<file path="config.mk">
export PLATFORM = sky130hd
export DESIGN_NAME = spi_slave_sync_flat
export DESIGN_NICKNAME = d
export VERILOG_FILES = /design/src/rtl/spi_slave_sync_pkg.sv /design/src/rtl/spi_slave_sync_if.sv /design/src/rtl/spi_slave_sync_sync_edge.sv /design/src/rtl/spi_slave_sync.sv /design/src/flat_wrapper.sv
export SDC_FILE = /design/constraint.sdc
export NUM_CORES = 1
export LEC_CHECK = 0
export CORE_MARGIN = 2
export CORE_UTILIZATION = 45
export DETAILED_ROUTE_END_ITERATION = 7
export PLACE_DENSITY = 0.73
export SYNTH_ARGS = -nofsm -noshare
export SYNTH_HDL_FRONTEND = slang
export SYNTH_SLANG_ARGS = --single-unit
</file>
<file path="constraint.sdc">
create_clock -name clk -period 4.1 [get_ports clk]
set_input_delay 0.41 -clock clk [delete_from_list [all_inputs] [get_ports clk]]
set_output_delay 0.41 -clock clk [all_outputs]
set_load 0.02 [all_outputs]
</file>
<file path="src/rtl/spi_slave_sync_pkg.sv">
// Shared types and helpers for the oversampled SPI slave.
// Latency: n/a (declarations only).
// Backpressure: n/a.
package spi_pkg;

    typedef enum logic {
        IDLE   = 1'b0,
        ACTIVE = 1'b1
    } spi_state_t;

    // SPI modes encoded as {CPOL, CPHA}
    localparam logic [1:0] SPI_MODE0 = 2'b00;
    localparam logic [1:0] SPI_MODE1 = 2'b01;
    localparam logic [1:0] SPI_MODE2 = 2'b10;
    localparam logic [1:0] SPI_MODE3 = 2'b11;

    // Width of a counter that indexes bits 0..width-1 of a word
    function automatic int spi_bits_w(input int width);
        return $clog2(width);
    endfunction

endpackage

</file>
<file path="src/rtl/spi_slave_sync_if.sv">
// Host-side word interface of the SPI slave: tx/rx valid-ready plus status pulses.
// Latency: n/a (wires only).
// Backpressure: tx_ready low while the holding register is full; rx_valid holds until rx_ready.
interface spi_slave_sync_if #(
    parameter int WIDTH = 13
);
    logic [WIDTH-1:0] tx_data;
    logic             tx_valid;
    logic             tx_ready;
    logic [WIDTH-1:0] rx_data;
    logic             rx_valid;
    logic             rx_ready;
    logic             tx_underrun;
    logic             rx_overrun;
    logic             frame_err;
    logic             busy;

    // Host side: supplies transmit words and consumes received words
    modport master (
        output tx_data, tx_valid, rx_ready,
        input  tx_ready, rx_data, rx_valid, tx_underrun, rx_overrun, frame_err, busy
    );

    // SPI slave side
    modport slave (
        input  tx_data, tx_valid, rx_ready,
        output tx_ready, rx_data, rx_valid, tx_underrun, rx_overrun, frame_err, busy
    );
endinterface

</file>
<file path="src/rtl/spi_slave_sync_sync_edge.sv">
// Multi-flop synchroniser for an asynchronous pin with rise/fall event pulses.
// Latency: pulse is visible STAGES cycles after the pin edge and acted upon one cycle later.
// Backpressure: none; one pulse per synchronised edge.
module spi_sync_edge #(
    parameter int STAGES  = 2,
    parameter bit RST_VAL = 1'b0
) (
    input  logic clk,
    input  logic rst,
    input  logic din,
    output logic rise,
    output logic fall
);
    logic [STAGES-1:0] sync_q;
    logic              prev_q;

    // Synchroniser chain plus one extra flop to compare against for edge detection
    always_ff @(posedge clk or posedge rst) begin
        if (rst) begin
            sync_q <= {STAGES{RST_VAL}};
            prev_q <= RST_VAL;
        end else begin
            sync_q <= {sync_q[STAGES-2:0], din};
            prev_q <= sync_q[STAGES-1];
        end
    end

    assign rise =  sync_q[STAGES-1] & ~prev_q;
    assign fall = ~sync_q[STAGES-1] &  prev_q;
endmodule

</file>
<file path="src/rtl/spi_slave_sync.sv">
// SPI slave fully in the clk domain: oversampled pins, all CPOL/CPHA modes, multi-word frames.
// Latency: SYNC_STAGES+1 cycles pin-to-event; miso one cycle later; rx_valid one cycle after last sample.
// Backpressure: one-word tx lookahead via tx_ready; unread rx words are overwritten with rx_overrun.
module spi_slave_sync #(
    parameter int WIDTH       = 13,
    parameter bit CPOL        = 1'b0,
    parameter bit CPHA        = 1'b0,
    parameter int SYNC_STAGES = 2
) (
    input  logic clk,
    input  logic rst,
    input  logic sclk,
    input  logic mosi,
    input  logic cs_n,
    output logic miso,
    output logic miso_oe,
    spi_slave_sync_if.slave host
);
    import spi_pkg::*;

    localparam int            BW       = spi_bits_w(WIDTH);
    localparam logic [BW-1:0] LAST_BIT = BW'(WIDTH - 1);

    logic sclk_rise, sclk_fall, cs_rise, cs_fall;
    logic [SYNC_STAGES-1:0] mosi_sync;
    logic mosi_s;
    logic leading, trailing;

    spi_state_t state_q, state_d;
    logic cs_start, cs_end, sample_ev, drive_ev;

    logic [WIDTH-1:0] hold_q, tx_sr, rx_data_q, rx_next;
    logic [WIDTH-2:0] rx_sr;
    logic [BW-1:0]    bit_cnt;
    logic hold_full, rx_valid_q, underrun_q, overrun_q, ferr_q, oe_q;
    logic word_start, word_done, tx_fire, rx_take;

    spi_sync_edge #(.STAGES(SYNC_STAGES), .RST_VAL(CPOL)) u_sclk_sync (
        .clk (clk),
        .rst (rst),
        .din (sclk),
        .rise(sclk_rise),
        .fall(sclk_fall)
    );

    // cs_n idles high, so reset the chain to the deasserted level
    spi_sync_edge #(.STAGES(SYNC_STAGES), .RST_VAL(1'b1)) u_cs_sync (
        .clk (clk),
        .rst (rst),
        .din (cs_n),
        .rise(cs_rise),
        .fall(cs_fall)
    );

    // mosi gets the same depth as sclk (no edge flop) so its value lines up with the sclk event
    always_ff @(posedge clk or posedge rst) begin
        if (rst) mosi_sync <= '0;
        else     mosi_sync <= {mosi_sync[SYNC_STAGES-2:0], mosi};
    end

    assign mosi_s   = mosi_sync[SYNC_STAGES-1];
    assign leading  = CPOL ? sclk_fall : sclk_rise;
    assign trailing = CPOL ? sclk_rise : sclk_fall;

    // Frame state register
    always_ff @(posedge clk or posedge rst) begin
        if (rst) state_q <= IDLE;
        else     state_q <= state_d;
    end

    // Next state and per-cycle events; sclk edges outside a frame are dropped
    always_comb begin
        state_d   = state_q;
        cs_start  = 1'b0;
        cs_end    = 1'b0;
        sample_ev = 1'b0;
        drive_ev  = 1'b0;
        case (state_q)
            IDLE: begin
                if (cs_fall) begin
                    state_d  = ACTIVE;
                    cs_start = 1'b1;
                    drive_ev = !CPHA;  // CPHA=0 puts the MSB out as soon as CS asserts
                end
            end
            ACTIVE: begin
                if (cs_rise) begin
                    state_d = IDLE;
                    cs_end  = 1'b1;
                end else begin
                    sample_ev = CPHA ? trailing : leading;
                    drive_ev  = CPHA ? leading  : trailing;
                end
            end
            default: state_d = IDLE;
        endcase
    end

    assign word_start = drive_ev && (bit_cnt == '0);
    assign word_done  = sample_ev && (bit_cnt == LAST_BIT);
    assign rx_next    = {rx_sr, mosi_s};
    assign tx_fire    = host.tx_valid && !hold_full;
    assign rx_take    = rx_valid_q && host.rx_ready;

    // One-word transmit holding register, emptied by each word start
    always_ff @(posedge clk or posedge rst) begin
        if (rst) begin
            hold_q    <= '0;
            hold_full <= 1'b0;
        end else begin
            if (word_start && hold_full) hold_full <= 1'b0;
            if (tx_fire) begin
                hold_q    <= host.tx_data;
                hold_full <= 1'b1;
            end
        end
    end

    // Transmit shifter; its MSB is the registered miso
    always_ff @(posedge clk or posedge rst) begin
        if (rst) begin
            tx_sr      <= '0;
            oe_q       <= 1'b0;
            underrun_q <= 1'b0;
        end else begin
            underrun_q <= 1'b0;
            if (cs_start) oe_q <= 1'b1;
            if (cs_end) begin
                oe_q  <= 1'b0;
                tx_sr <= '0;
            end else if (word_start) begin
                if (hold_full) begin
                    tx_sr <= hold_q;
                end else begin
                    tx_sr      <= '0;
                    underrun_q <= 1'b1;
                end
            end else if (drive_ev) begin
                tx_sr <= tx_sr << 1;
            end
        end
    end

    // Receive shifter, bit counter, word completion and abort detection
    always_ff @(posedge clk or posedge rst) begin
        if (rst) begin
            rx_sr      <= '0;
            rx_data_q  <= '0;
            rx_valid_q <= 1'b0;
            bit_cnt    <= '0;
            overrun_q  <= 1'b0;
            ferr_q     <= 1'b0;
        end else begin
            overrun_q <= 1'b0;
            ferr_q    <= 1'b0;
            if (cs_end) begin
                ferr_q  <= (bit_cnt != '0);
                bit_cnt <= '0;
                rx_sr   <= '0;
            end else if (sample_ev) begin
                rx_sr <= rx_next[WIDTH-2:0];
                if (bit_cnt == LAST_BIT) begin
                    bit_cnt   <= '0;
                    rx_data_q <= rx_next;
                end else begin
                    bit_cnt <= bit_cnt + BW'(1);
                end
            end
            // A completion beats a same-cycle read: the new word stays valid, nothing was lost
            if (word_done) begin
                rx_valid_q <= 1'b1;
                overrun_q  <= rx_valid_q && !host.rx_ready;
            end else if (rx_take) begin
                rx_valid_q <= 1'b0;
            end
        end
    end

    assign miso             = tx_sr[WIDTH-1];
    assign miso_oe          = oe_q;
    assign host.tx_ready    = !hold_full;
    assign host.rx_data     = rx_data_q;
    assign host.rx_valid    = rx_valid_q;
    assign host.tx_underrun = underrun_q;
    assign host.rx_overrun  = overrun_q;
    assign host.frame_err   = ferr_q;
    assign host.busy        = (state_q == ACTIVE);
endmodule
</file>
<file path="src/flat_wrapper.sv">
// flat-port wrapper written by rule: the top's interface ports become plain ports
module spi_slave_sync_flat import spi_pkg::*;
#(
    parameter int WIDTH       = 13,
    parameter bit CPOL        = 1'b0,
    parameter bit CPHA        = 1'b0,
    parameter int SYNC_STAGES = 2
)
  (clk, rst, sclk, mosi, cs_n, miso, miso_oe, host_tx_data, host_tx_valid, host_rx_ready, host_tx_ready, host_rx_data, host_rx_valid, host_tx_underrun, host_rx_overrun, host_frame_err, host_busy);
  spi_slave_sync_if #(.WIDTH(WIDTH)) host_i ();
  input  logic clk;
  input  logic rst;
  input  logic sclk;
  input  logic mosi;
  input  logic cs_n;
  output logic miso;
  output logic miso_oe;
  input wire logic [$bits(host_i.tx_data)-1:0] host_tx_data;
  input wire logic [$bits(host_i.tx_valid)-1:0] host_tx_valid;
  input wire logic [$bits(host_i.rx_ready)-1:0] host_rx_ready;
  output wire logic [$bits(host_i.tx_ready)-1:0] host_tx_ready;
  output wire logic [$bits(host_i.rx_data)-1:0] host_rx_data;
  output wire logic [$bits(host_i.rx_valid)-1:0] host_rx_valid;
  output wire logic [$bits(host_i.tx_underrun)-1:0] host_tx_underrun;
  output wire logic [$bits(host_i.rx_overrun)-1:0] host_rx_overrun;
  output wire logic [$bits(host_i.frame_err)-1:0] host_frame_err;
  output wire logic [$bits(host_i.busy)-1:0] host_busy;
  assign host_i.tx_data = host_tx_data;
  assign host_i.tx_valid = host_tx_valid;
  assign host_i.rx_ready = host_rx_ready;
  assign host_tx_ready = host_i.tx_ready;
  assign host_rx_data = host_i.rx_data;
  assign host_rx_valid = host_i.rx_valid;
  assign host_tx_underrun = host_i.tx_underrun;
  assign host_rx_overrun = host_i.rx_overrun;
  assign host_frame_err = host_i.frame_err;
  assign host_busy = host_i.busy;
  spi_slave_sync #(.WIDTH(WIDTH), .CPOL(CPOL), .CPHA(CPHA), .SYNC_STAGES(SYNC_STAGES)) u_core (.clk(clk), .rst(rst), .sclk(sclk), .mosi(mosi), .cs_n(cs_n), .miso(miso), .miso_oe(miso_oe), .host(host_i));
endmodule
</file>
# --- Word-level counts from Yosys, hierarchy flattened ---
# Cells that the tools add are included.
word_totals:
  latchBits: 0
  output_inout_bits: 21
  mem_bits_ro: 0
  reg_bits: 70
  inputBits: 20
  wordCells: 75
  ram_bits: 0
  n_memories: 0
op_classes:
  n_eq_ne: 1
  order_cmp: 0
  multipliers: 0
  bitwise_logic: 10
  addsub: 1
  muxes: 30
  n_reduce_logical: 16
  shifts: 0
  n_div: 0
op_table:
  columns: ["cell", "n"]
  rows:
  - ["$mux W13", 4]
  - ["$mux W12", 2]
  - ["$mux W1", 19]
  - ["$mux W4", 3]
  - ["$reduce_bool A2 Y1", 4]
  - ["$logic_and A1 B1 Y1", 6]
  - ["$not A1 Y1", 6]
  - ["$add A4 B1 Y4 const B", 1]
  - ["$and A1 B1 Y1", 4]
  - ["$eq A4 B4 Y1 const B", 1]
  - ["$logic_not A4 Y1", 1]
  - ["$pmux W1 S2", 2]
  - ["$reduce_bool A4 Y1", 1]
  - ["$reduce_and A3 Y1", 1]
  - ["$reduce_bool A3 Y1", 1]
  - ["$logic_not A1 Y1", 2]

# --- Longest topological paths before layout ---
depth:
  word_depth: 8
  depth_mapped: 7
  ltp_nobuf: 6

# --- Modules after synthesis ---
# From an unflattened synthesis, not the netlist that was laid out.
hier_totals:
  cells_unflattened: 232
  hier_area_um2: 2926.6
modules_own_cells:
  columns: ["mod", "n_inst", "seq_area_each_um2", "area_per_inst_um2", "cells_each"]
  rows:
  - ["spi_slave_sync", 1, 1601.5, 2735.1, 220]
  - ["spi_sync_edge (u_core.u_cs_sync)", 1, 78.8, 97.6, 6]
  - ["spi_sync_edge (u_core.u_sclk_sync)", 1, 75.1, 93.8, 6]

# --- Least setup slack after synthesis ---
# OpenSTA, ideal clock, no wires.
synth_timing:
  kind: "flip-flop to flip-flop"
  from: "register u_core.u_cs_sync.sync_q[1]"
  to: "register u_core.rx_data_q[0] (netlist: u_core.host.rx_data[0])"
  n_path_buf: 2
  stages_incl_launch_ff: 7
  t_arrival_ps: 1457
  period_less_slack_ps: 1582
  slack_ps: 2518
  required_ps: 3975
  path_cell_list: "dfstp_2 nand2b_1 and3_1 buf_4 nand2_4 buf_6 mux2_4"
synth_between:
  elab_chain_cells: 5
  elab_cells_between_ends: 7
  cone_classes: "mux: 4; bitwise: 2; reduce/logical: 1"
synth_rtl:
  columns: ["item", "line_no", "text"]
  rows:
  - ["start: declaration", "spi_slave_sync_sync_edge.sv:14", "logic [STAGES-1:0] sync_q;"]
  - ["start signal: assignment", "spi_slave_sync_sync_edge.sv:20", "sync_q <= {STAGES{RST_VAL}};"]
  - ["start signal: assignment", "spi_slave_sync_sync_edge.sv:23", "sync_q <= {sync_q[STAGES-2:0], din};"]
  - ["$and A1 B1 Y1 (*)", "spi_slave_sync_sync_edge.sv:28", "assign rise = sync_q[STAGES-1] & ~prev_q;"]
  - ["$mux W1", "spi_slave_sync.sv:87", "if (cs_rise) begin"]
  - ["$mux W1", "spi_slave_sync.sv:78", "case (state_q)"]
  - ["$not A1 Y1 (no source line)", null, null]
  - ["$reduce_and A3 Y1 (no source line) (*)", null, null]
  - ["end signal: assignment", "spi_slave_sync.sv:164", "rx_data_q <= rx_next;"]
  - ["end: declaration", "spi_slave_sync.sv:32", "logic [WIDTH-1:0] hold_q, tx_sr, rx_data_q, rx_next;"]
# Mark *: on every way between the ends. The rest lies on a longest branch, timed or not.
# A chain may end at the register's enable or synchronous reset.

# --- Worst setup path in the final report ---
layout_timing:
  from: "register u_core.u_cs_sync.prev_q"
  to: "register u_core.rx_data_q[6] (netlist: u_core.host.rx_data[6])"
layout_between:
  elab_chain_cells: 6
  elab_cells_between_ends: 8
  cone_classes: "mux: 4; bitwise: 3; reduce/logical: 1"
layout_rtl:
  columns: ["item", "line_no", "text"]
  rows:
  - ["start: declaration", "spi_slave_sync_sync_edge.sv:15", "logic prev_q;"]
  - ["start signal: assignment", "spi_slave_sync_sync_edge.sv:24", "prev_q <= sync_q[STAGES-1];"]
  - ["$not A1 Y1 (*)", "spi_slave_sync_sync_edge.sv:28", null]
  - ["$and A1 B1 Y1 (*)", "spi_slave_sync_sync_edge.sv:28", null]
  - ["$mux W1", "spi_slave_sync.sv:87", null]
  - ["$mux W1", "spi_slave_sync.sv:78", null]
  - ["$not A1 Y1 (no source line)", null, null]
  - ["$reduce_and A3 Y1 (no source line) (*)", null, null]
# Marks and branches as above.

==> results.txt <==
crit share post-route -> 0.512
Diodes inserted -> 0
Synth Area in Simple Gates -> 0.141
Worst Max-Slew Pin Slew -> 1.10 ns
GPL Wtd Cong -> 0.794
GRT overflow -> 0
Initial DRC Count -> 99
Die Y -> 83.7 um
Peak Freq -> 0.476 GHz
Via Count -> 1,879
routed wire length -> 4880 um
clock net sink count -> 70
Netlist cell types -> 29
post-synthesis mux area share -> 0.113
RSZ-0062 raised after global routing -> false
max cap viols -> 0
Post-Syn Area -> 2860 um^2
nets -> 305
Reg2Reg Launch Point -> u_core.u_cs_sync.prev_q$_DFF_PP1_
Hold Crit Endpoint -> u_core.mosi_sync[1]$_DFF_PP0_
TNS Setup -> 0 ns
Final ANT Viol Nets -> 0
Cell Rows -> 29
Slew Viols, Final -> 0
crit path from -> u_core.u_cs_sync.prev_q$_DFF_PP1_
post-synthesis compound-gate area fraction -> 0.0854
Setup Viol. Count Final -> 0
Max Buffers Root-to-Sink -> 2
largest fanout on the critical path -> 17
max_slew headroom -> 0.265
Area Overhead vs Synth -> 21.6%
FF-to-FF End -> u_core.host.rx_data[6]$_DFFE_PP0P_
Hold Path Origin -> u_core.mosi_sync[0]$_DFF_PP0_
P_leak -> 1.61 nW
GRT Total Usage -> 0.156
main combinational cell family by area after synthesis -> simple AND/OR/NAND/NOR gates
worst path arrival time -> 2.33 ns
status -> complete, no violations
DRC Markers -> 0
min cycle time layout -> 2.10 ns
XOR/XNOR share of the synthesized area -> 0
critical path class -> flop to flop
vias in the first global route -> 1,839
Synth Warn # -> 0
Worst-path clk slew -> 0.07 ns
Num CTS Buffers -> 9
width of the die -> 83.7 um
Worst R2R Path Depth -> 4
initial antenna violation count -> 0
Hold-fix buffers, CTS -> 0
Final Hold Slack -> 0.353 ns
largest net degree at the start of global routing -> 54
Seq/Total Area, Yosys -> 0.614
clock skew -> 0.00899 ns
Avg Cell Area, Syn -> 11.5 um^2
root buf cell -> clkbuf_8
layout cells sized above 1 -> 0.167
post-cts resize count -> 0
crit start category -> flop
clk_lat worst skew -> 0.34 ns
power density cells -> 531 nW/um^2
DRT Pass-1 Iters -> 4
Hold Path Cell Cnt -> 0
Hold Violations, Final -> 0
Worst Hold Class -> flop to flop
WP data required -> 4.33 ns
H-tree levels -> 3
# IOs -> 41
Post-CTS Setup Bufs -> 0
FF-to-FF setup slack -> 2.00 ns
core area -> 6240 um^2
flops & latches, synth -> 70
Adder-Cell Fraction of Synth Area -> 0.00876
final cell utilization of the core -> 0.557
peak supply drop -> 0.318 mV
wire per inst -> 13.4 um
first-pass GRT wire length -> 8580 um
IO buf count -> 40
DP HPWL -> 3220 um
Post-Synthesis Cells -> 248
CTS tree -> done
DR vias/cell -> 5.15
Worst Setup End Kind -> flop
syn nets -> 270
die area -> 7000 um^2
initial core utilization -> 0.458
## kinds of logic (layout without fill, tap and decap cells)
group | after synthesis | in the layout
AOI/OAI and AO/OA | 39 | 39
adders and majority gates | 2 | 2
buffers and inverters | 23 | 63
DFF | 70 | 70
muxes | 26 | 26
and+or+nand+nor | 88 | 88
## state kept, by name (all words and copies together), names as in the netlist, 2 cells and up
| signal | cells |
|---|---|
| u_core.bit_cnt | 4 |
| u_core.hold_q | 13 |
| u_core.host.rx_data | 13 |
| u_core.mosi_sync | 2 |
| u_core.rx_sr | 12 |
| u_core.tx_sr | 13 |
| u_core.u_cs_sync.sync_q | 2 |
| u_core.u_sclk_sync.sync_q | 2 |
## layout by cell type, fill, tap and decap left out, types with 2 or more instances in the layout
cell type	netlist	final
clkdlybuf4s50_1	0	40
nand2b_1	3	3
nand2_1	46	46
and3_1	2	2
nand3_1	23	23
clkinv_2	0	3
and2_1	2	2
nor2_1	4	4
clkbuf_8	0	11
dfstp_2	3	3
a31oi_1	12	12
a21o_1	2	2
ha_1	2	2
nor2b_1	2	2
a21oi_1	19	19
o21ai_0	3	3
inv_1	6	5
mux2_4	8	8
dfrtp_1	67	67
mux2_2	18	18
nand4_1	2	2
## through the flow
stage                     worst slack, ns  total power [mW]  cell area, um^2  std cells
after CTS                            1.98              1.86             3480        365
after detailed placement             1.81              1.31             3280        349
after global routing                 1.89              1.96             3480        365
after global placement               1.85              1.29             3280        349
final                                2.00              1.85             3480        365
after floorplan                      1.93              1.20             2860        248
## cells in the mapped netlist
cell type / instances / area [um^2]
nand2b_1: 3 / 18.8
o32ai_4: 1 / 27.5
nor3_1: 1 / 5.00
a21o_1: 2 / 15.0
dfrtp_1: 67 / 1680
nor2b_1: 2 / 12.5
ha_1: 2 / 25.0
inv_1: 6 / 22.5
o31ai_1: 1 / 7.51
and2_1: 2 / 12.5
o311ai_0: 1 / 8.76
a21oi_1: 19 / 95.1
dfstp_2: 3 / 78.8
nand2_4: 1 / 11.3
and2b_1: 1 / 7.51
buf_2: 6 / 30.0
nor2_1: 4 / 15.0
nand3_1: 23 / 115
o21ai_0: 3 / 15.0
a31oi_1: 12 / 75.1
mux2_2: 18 / 203
or3_1: 1 / 6.26
and3_1: 2 / 12.5
clkbuf_1: 8 / 30.0
nand4_1: 2 / 12.5
mux2_4: 8 / 120
buf_6: 1 / 11.3
buf_4: 2 / 15.0
nand2_1: 46 / 173
## final cells by class
cell class	count	area, um^2
Timing Repair Buffer	41	408
Clock buffer	12	155
Multi-Input combinational cell	155	993
Clock inverter	4	45.0
Inverter	6	22.5
Sequential cell	70	1760
Tap cell	77	96.3
Fill cell	544	2770
## per-layer routing
metal	vias to the layer above	share of wire	GRT usage
li1	922	-	-
met1	905	0.48	0.193
met2	44	0.46	0.247
met3	8	0.043	0.0564
met4	0	0.017	0.0674
met5	-	0	0
## power by group
group | total (mW) | switching, mW | internal (mW)
clock | 0.555 | 0.244 | 0.311
combinational | 0.358 | 0.180 | 0.178
sequential | 0.932 | 0.103 | 0.829
## how the worst max path moves through the flow
stage	end	slack (ns)	cells past startpoint
after global placement	u_core.hold_q[1]$_DFFE_PP0P_	1.85	3
after floorplan	u_core.bit_cnt[0]$_DFFE_PP0P_	1.93	1
after CTS	u_core.host.rx_data[6]$_DFFE_PP0P_	1.98	4
after global routing	u_core.host.rx_data[7]$_DFFE_PP0P_	1.89	4
final	u_core.host.rx_data[6]$_DFFE_PP0P_	2.00	4
after detailed placement	u_core.hold_q[8]$_DFFE_PP0P_	1.81	3
## worst max-delay path, cell delays in order, from the launching register on
cell and delay, ns:
dfstp_2 0.54, nand2b_1 0.17, and3_1 0.59, nand2_4 0.31
mux2_4 0.37
Note: power is estimated with default switching activity, not from simulation.
